**src/rtl/cpld_ram_arbiter.sv**
```systemverilog
// Expansion SRAM arbiter: the CPC bus owns the SRAM by default and host DMA
// accesses are slotted into idle bus cycles. READY stalls the Z80 only on collision.
module cpld_ram_arbiter #(
    parameter int STROBE_CYCLES = 2,
    parameter int IDLE_MIN      = 1,
    parameter int STARVE_LIMIT  = 255
) (
    input  logic        clk,
    input  logic        reset_b,
    input  logic        mreq_b,
    input  logic        rd_b,
    input  logic        wr_b,
    input  logic        cpc_ramcs_b,
    input  logic [4:0]  cpc_ramadrhi,
    input  logic [13:0] cpc_adr,
    output logic        ready,
    input  logic        host_req,
    input  logic        host_wr,
    input  logic [18:0] host_adr,
    input  logic [7:0]  host_wdata,
    output logic        host_ack,
    output logic [7:0]  host_rdata,
    output logic        starved,
    output logic [18:0] sram_adr,
    output logic        sram_cs_b,
    output logic        sram_oe_b,
    output logic        sram_we_b,
    input  logic [7:0]  sram_din,
    output logic [7:0]  sram_dout,
    output logic        sram_dout_en
);

    typedef enum logic [1:0] {
        ST_IDLE    = 2'd0,
        ST_HSETUP  = 2'd1,
        ST_HSTROBE = 2'd2,
        ST_HHOLD   = 2'd3
    } state_t;

    localparam logic [2:0] IDLE_MIN_C    = 3'(IDLE_MIN);
    localparam logic [2:0] STROBE_LAST_C = 3'(STROBE_CYCLES - 1);
    localparam logic [7:0] STARVE_LIM_C  = 8'(STARVE_LIMIT);

    state_t      state_r;
    logic [2:0]  strobe_cnt_r;
    logic [2:0]  idle_cnt_r;
    logic [7:0]  starve_cnt_r;
    logic        starved_r;
    logic        host_ack_r;
    logic [7:0]  host_rdata_r;
    logic        lat_wr_r;
    logic [18:0] lat_adr_r;
    logic [7:0]  lat_wdata_r;

    logic        grant_s;
    logic        starve_inc_s;
    logic [7:0]  starve_next_s;
    logic        cs_pass_s;

    // Grant and starvation bookkeeping decisions for the current cycle
    always_comb begin
        grant_s       = (state_r == ST_IDLE) && host_req && mreq_b && (idle_cnt_r >= IDLE_MIN_C);
        starve_inc_s  = (state_r == ST_IDLE) && host_req && !grant_s;
        starve_next_s = (starve_cnt_r == 8'hFF) ? 8'hFF : (starve_cnt_r + 8'd1);
    end

    // Consecutive bus-idle cycle counter, saturating at IDLE_MIN
    always_ff @(posedge clk) begin
        if (!reset_b) begin
            idle_cnt_r <= 3'd0;
        end else if (!mreq_b) begin
            idle_cnt_r <= 3'd0;
        end else if (idle_cnt_r < IDLE_MIN_C) begin
            idle_cnt_r <= idle_cnt_r + 3'd1;
        end
    end

    // Starvation counter and sticky starved flag
    always_ff @(posedge clk) begin
        if (!reset_b) begin
            starve_cnt_r <= 8'd0;
            starved_r    <= 1'b0;
        end else if (grant_s) begin
            starve_cnt_r <= 8'd0;
        end else if (starve_inc_s) begin
            starve_cnt_r <= starve_next_s;
            if (starve_next_s >= STARVE_LIM_C) begin
                starved_r <= 1'b1;
            end
        end
    end

    // Host access sequencer: setup, strobe, hold, with completion pulse and read capture
    always_ff @(posedge clk) begin
        if (!reset_b) begin
            state_r      <= ST_IDLE;
            strobe_cnt_r <= 3'd0;
            host_ack_r   <= 1'b0;
            host_rdata_r <= 8'd0;
            lat_wr_r     <= 1'b0;
            lat_adr_r    <= 19'd0;
            lat_wdata_r  <= 8'd0;
        end else begin
            host_ack_r <= 1'b0;
            case (state_r)
                ST_IDLE: begin
                    if (grant_s) begin
                        lat_wr_r    <= host_wr;
                        lat_adr_r   <= host_adr;
                        lat_wdata_r <= host_wdata;
                        state_r     <= ST_HSETUP;
                    end
                end
                ST_HSETUP: begin
                    strobe_cnt_r <= 3'd0;
                    state_r      <= ST_HSTROBE;
                end
                ST_HSTROBE: begin
                    if (strobe_cnt_r == STROBE_LAST_C) begin
                        state_r    <= ST_HHOLD;
                        host_ack_r <= 1'b1;
                        if (!lat_wr_r) begin
                            host_rdata_r <= sram_din;
                        end
                    end else begin
                        strobe_cnt_r <= strobe_cnt_r + 3'd1;
                    end
                end
                ST_HHOLD: begin
                    state_r <= ST_IDLE;
                end
                default: begin
                    state_r <= ST_IDLE;
                end
            endcase
        end
    end

    assign cs_pass_s = cpc_ramcs_b | mreq_b;

    // SRAM pin mux: CPC pass-through in IDLE, latched host access otherwise
    always_comb begin
        sram_adr     = {cpc_ramadrhi, cpc_adr};
        sram_cs_b    = cs_pass_s;
        sram_oe_b    = rd_b | cs_pass_s;
        sram_we_b    = wr_b | cs_pass_s;
        sram_dout_en = 1'b0;
        case (state_r)
            ST_IDLE: begin
                sram_dout_en = 1'b0;
            end
            ST_HSETUP, ST_HHOLD: begin
                sram_adr     = lat_adr_r;
                sram_cs_b    = 1'b0;
                sram_oe_b    = 1'b1;
                sram_we_b    = 1'b1;
                sram_dout_en = lat_wr_r;
            end
            ST_HSTROBE: begin
                sram_adr     = lat_adr_r;
                sram_cs_b    = 1'b0;
                sram_oe_b    = lat_wr_r;
                sram_we_b    = ~lat_wr_r;
                sram_dout_en = lat_wr_r;
            end
            default: begin
                sram_dout_en = 1'b0;
            end
        endcase
    end

    // Only expansion-RAM CPC cycles collide with a host access
    assign ready      = ~((state_r != ST_IDLE) & ~mreq_b & ~cpc_ramcs_b);
    assign host_ack   = host_ack_r;
    assign host_rdata = host_rdata_r;
    assign starved    = starved_r;
    assign sram_dout  = lat_wdata_r;

endmodule

```
**config.mk**
```make
export PLATFORM = sky130hd
export DESIGN_NAME = cpld_ram_arbiter
export DESIGN_NICKNAME = d
export VERILOG_FILES = /design/src/rtl/cpld_ram_arbiter.sv
export SDC_FILE = /design/constraint.sdc
export NUM_CORES = 1
export LEC_CHECK = 0
export ABC_AREA = 1
export CAP_MARGIN = 15
export CORE_AREA = 2 2 97 99
export CTS_BUF_LIST = sky130_fd_sc_hd__clkbuf_4
export DETAILED_ROUTE_END_ITERATION = 8
export DIE_AREA = 0 0 99 101
export GPL_TIMING_DRIVEN = 1
export PLACE_DENSITY_LB_ADDON = 0.08
export SLEW_MARGIN = 10
export SYNTH_ARGS = -nofsm -noshare
export SYNTH_HDL_FRONTEND = slang
export SYNTH_SLANG_ARGS = --single-unit
```
**constraint.sdc**
```tcl
create_clock -name clk -period 1.47 [get_ports clk]
set_input_delay 0.2205 -clock clk [delete_from_list [all_inputs] [get_ports clk]]
set_output_delay 0.2205 -clock clk [all_outputs]
set_load 0.02 [all_outputs]
```
==> impl_metrics.tcl <==
set metrics [dict create \
    run_status "finished with violations" \
    failed_checks "setup timing" \
    floorplan.die_area_um2 10000 \
    final.fill_count 851 \
    synth_sequential_area_ratio_pct 41.2 \
    worst_ep_required_time_ns 1.25 \
    worst_hold_margin_ns 0.411 \
    route.detailed.vias_per_inst 4.51 \
    dp.final_hpwl_um 5740 \
    netSwitchingFraction_pct 41.3 \
    post-route-util_pct 54.1 \
    nature_of_the_critical_path_startpoint "flop" \
    worstPathMaxFanout 5 \
    antennaDiodeCount 0 \
    vias 2908 \
    die_h_um 101 \
    critical_path.top_delay_family "buffers and inverters" \
    final_design_area_no_fill_um2 4860 \
    power.leakage_nw 2.12 \
    achievable-frequency_mhz 563 \
    synth.avg_cell_area_um2 6.85 \
    critical_path.slowest_cell "sky130_fd_sc_hd__dfxtp_2" \
    synth_register_bits 54 \
    place.gp.congestion 0.832 \
    drt_drc_violations_left 0 \
    drt_iter0_markers 69 \
    detailed_place.area_um2 4070 \
    place_inst 623 \
    critPathKind "flop to output pin" \
    max-slew-margin-rel_pct 75.3 \
    tritoncts_num_sinks 54 \
    antenna_left 0 \
    timing.final.crit_period_ns 1.78 \
    rows 35 \
    switch_pwr_mw 3.17 \
    cts_hold_buffers 0 \
    hold_viol 0 \
    p_clk_share_pct 9.0 \
    cts_max_path_buffers 2 \
    powerDensity_nw_per_um2 1580 \
    postRouteWirelength_um 8470 \
    post_route_worst_setup_slack_ns -0.306 \
    drv.max_cap_violation_count 0 \
    synth-warning-count 0 \
    number_of_instances_in_the_synthesized_netlist 383 \
    floorplan.die.width_um 99 \
    post_synth_instance_area_um2 2620 \
    seq_power_share_pct 23.7 \
    grt_start_max_net_pins 27 \
    endpoints_failing_setup 63 \
    post_route_cells_drive_above_1_share_pct 38.0 \
    worstPathArrival_ns 1.56 \
    end_kind "output pin" \
    flow.area_growth_from_synthesis_pct 85.1 \
    wire_per_inst_um 13.1 \
    grtUsageTotal_pct 15.4 \
    crit_chain "inv_2 -> ha_4 -> inv_6 -> buf_6 -> o21ai_4 -> o211ai_1 -> buf_4" \
    wire_length_of_the_first_global_routing_pass_um 12500 \
    internal_power_mw 4.50 \
    numCtsBuffers 5 \
    grt_setup_unrepaired "yes" \
    worstMarginPinSlew_ns 0.371 \
    top_level_ports 104 \
    worst_path_largest_cell_delay_ns 0.36 \
    type_of_the_worst_min_delay_path "primary input to flop" \
    synth.distinct_cells 29 \
    core_area_um2 8980 \
    grt_pass1_vias 2638 \
    cts-htree-levels 2 \
    cts.reportedPaths.clkPinSlew_ns 0.16 \
    combPwrFrac_pct 67.2 \
    nets 605 \
    finish.cell_count_without_fillers 645 \
    layout_worst_path_cycle_share_pct 121 \
    worst_ir_drop_vdd_uv 675 \
    critical_path.n_buffers_inverters 4 \
    fin_setup_tns_ns -10.38 \
    port_buffers 103 \
    initial_utilization_pct 29.2 \
    gr-total-overflow 0 \
    initial_antenna_violation_count 0 \
    clk_root_buffer_cell "sky130_fd_sc_hd__clkbuf_4" \
    timing.final.max_slew_violations 0 \
    postSynthNetCount 455 \
    timing.clock.skew_ns 0.00708 \
    detailedRoute.firstPassIterationCount 4 \
    worstSkewPairLatency_ns 0.38 \
    clock_tree_from_tritoncts "done" \
]
repair_timing:
item | in CTS | in global routing
pin swaps | 20 | 34
endpoints found under the setup margin | 91 | 73
buffers inserted | 12 | 3
gates resized for setup | 208 | 141
gates cloned | 1 | 7
worst reg2reg max path, cell delays in order, from the launching register on:
cell and delay (ns):
sky130_fd_sc_hd__dfxtp_2 0.36, sky130_fd_sc_hd__inv_2 0.08, sky130_fd_sc_hd__buf_6 0.11, sky130_fd_sc_hd__buf_6 0.09, sky130_fd_sc_hd__ha_4 0.15, sky130_fd_sc_hd__nand2_4 0.06
sky130_fd_sc_hd__nor2_4 0.19, sky130_fd_sc_hd__nand2_8 0.14, sky130_fd_sc_hd__a21oi_4 0.19, sky130_fd_sc_hd__inv_2 0.06, sky130_fd_sc_hd__nor2_2 0.12, sky130_fd_sc_hd__nor2_1 0.04
final timing paths:
check                     start       endpoint  slack, ns  cells after the start
hold reg to reg   lat_adr_r[15]  lat_adr_r[15]       0.46                      2
setup reg to reg     state_r[1]     state_r[1]      -0.21                     11
hold / removal      sram_din[5]  host_rdata[5]       0.41                      3
setup / recovery     state_r[1]      sram_we_b      -0.31                      7
sequential cells by signal, indices dropped and copies added, names as in the netlist, 2 cells and up:
register      flops
sram_dout         8
lat_adr_r        19
host_rdata        8
idle_cnt_r        3
strobe_cnt_r      3
starve_cnt_r      8
state_r           2
cells by family (layout without fill, tap and decap cells):
family	after synthesis	in the layout	synth area share [%]
and+or+nand+nor	195	196	30.8
adders and majority gates	10	10	4.77
DFF	54	54	41.2
AOI/OAI and AO/OA	73	73	15.2
buffers and inverters	51	201	8.01
cells in the final DEF (no fill, tap or decap), drive strengths merged, types with 10 or more instances in the layout:
cell type	count
ha	10
inv	36
dlygate4sd2	18
nand3	10
dfxtp	54
clkbuf	11
o21ai	53
nand2	92
a21oi	14
buf	72
nor2	90
clkdlybuf4s50	61
power by group through the flow:
stage          Combinational, mW  Sequential (mW)  Clock (mW)
3_5_place_dp                3.74             1.81           0
6_report                    5.16             1.82       0.693
2_1_floorplan               1.84             1.86           0
4_1_cts                     4.31             1.79       0.739
3_3_place_gp                3.71             1.81           0
5_1_grt                     5.55             1.85       0.786
synth_stat cells:
master                     count  area [um2]
sky130_fd_sc_hd__a21oi_2       2        17.5
sky130_fd_sc_hd__clkbuf_2      1        5.00
sky130_fd_sc_hd__o211ai_1      1        7.51
sky130_fd_sc_hd__nand2_4       1        11.3
sky130_fd_sc_hd__inv_2         6        22.5
sky130_fd_sc_hd__nand3_1       9        45.0
sky130_fd_sc_hd__a21oi_4       1        16.3
sky130_fd_sc_hd__o22ai_1       1        6.26
sky130_fd_sc_hd__nand2_1      88         330
sky130_fd_sc_hd__o21ai_2       1        8.76
sky130_fd_sc_hd__inv_1        30         113
sky130_fd_sc_hd__o21ai_0      51         255
sky130_fd_sc_hd__nor2_4        3        33.8
sky130_fd_sc_hd__dfxtp_1      54        1080
sky130_fd_sc_hd__ha_1         10         125
sky130_fd_sc_hd__nand3_2       1        10.0
sky130_fd_sc_hd__buf_2         1        5.00
sky130_fd_sc_hd__a21oi_1      11        55.1
sky130_fd_sc_hd__a211oi_1      2        15.0
sky130_fd_sc_hd__nor2_2        1        6.26
sky130_fd_sc_hd__nand2_2       2        12.5
sky130_fd_sc_hd__nor3_1        3        15.0
sky130_fd_sc_hd__clkbuf_1     10        37.5
sky130_fd_sc_hd__nand4_4       1        21.3
sky130_fd_sc_hd__a31oi_1       2        12.5
sky130_fd_sc_hd__clkinv_2      1        5.00
sky130_fd_sc_hd__o21ai_1       1        5.00
sky130_fd_sc_hd__nor2_1       86         323
sky130_fd_sc_hd__buf_6         2        22.5
area by class of cell:
cell class / count / area [um2] / share of cell area, %
clock buffers: 6 / 45.0 / 0.927
well taps: 111 / 139 / 2.86
clock inverters: 2 / 13.8 / 0.283
repair buffers: 156 / 1640 / 33.7
inverters: 37 / 171 / 3.53
multi-input cells: 279 / 1760 / 36.3
flip-flops and latches: 54 / 1080 / 22.3
metal layers:
metal	wire (um)	share of wire (%)	global-route usage [%]
met1	3840	45	20.0
met4	101	1.2	4.43
met5	0	0	0
met2	4190	50	26.5
met3	330	3.9	2.36
stage by stage:
step,power [mW],setup slack (ns)
3_5_place_dp,5.55,-0.539
4_1_cts,6.84,-0.346
5_1_grt,8.18,-0.394
6_report,7.67,-0.306
3_3_place_gp,5.51,-0.533
2_1_floorplan,3.70,0.0100
No activity file was read; power rests on OpenSTA's default activity.
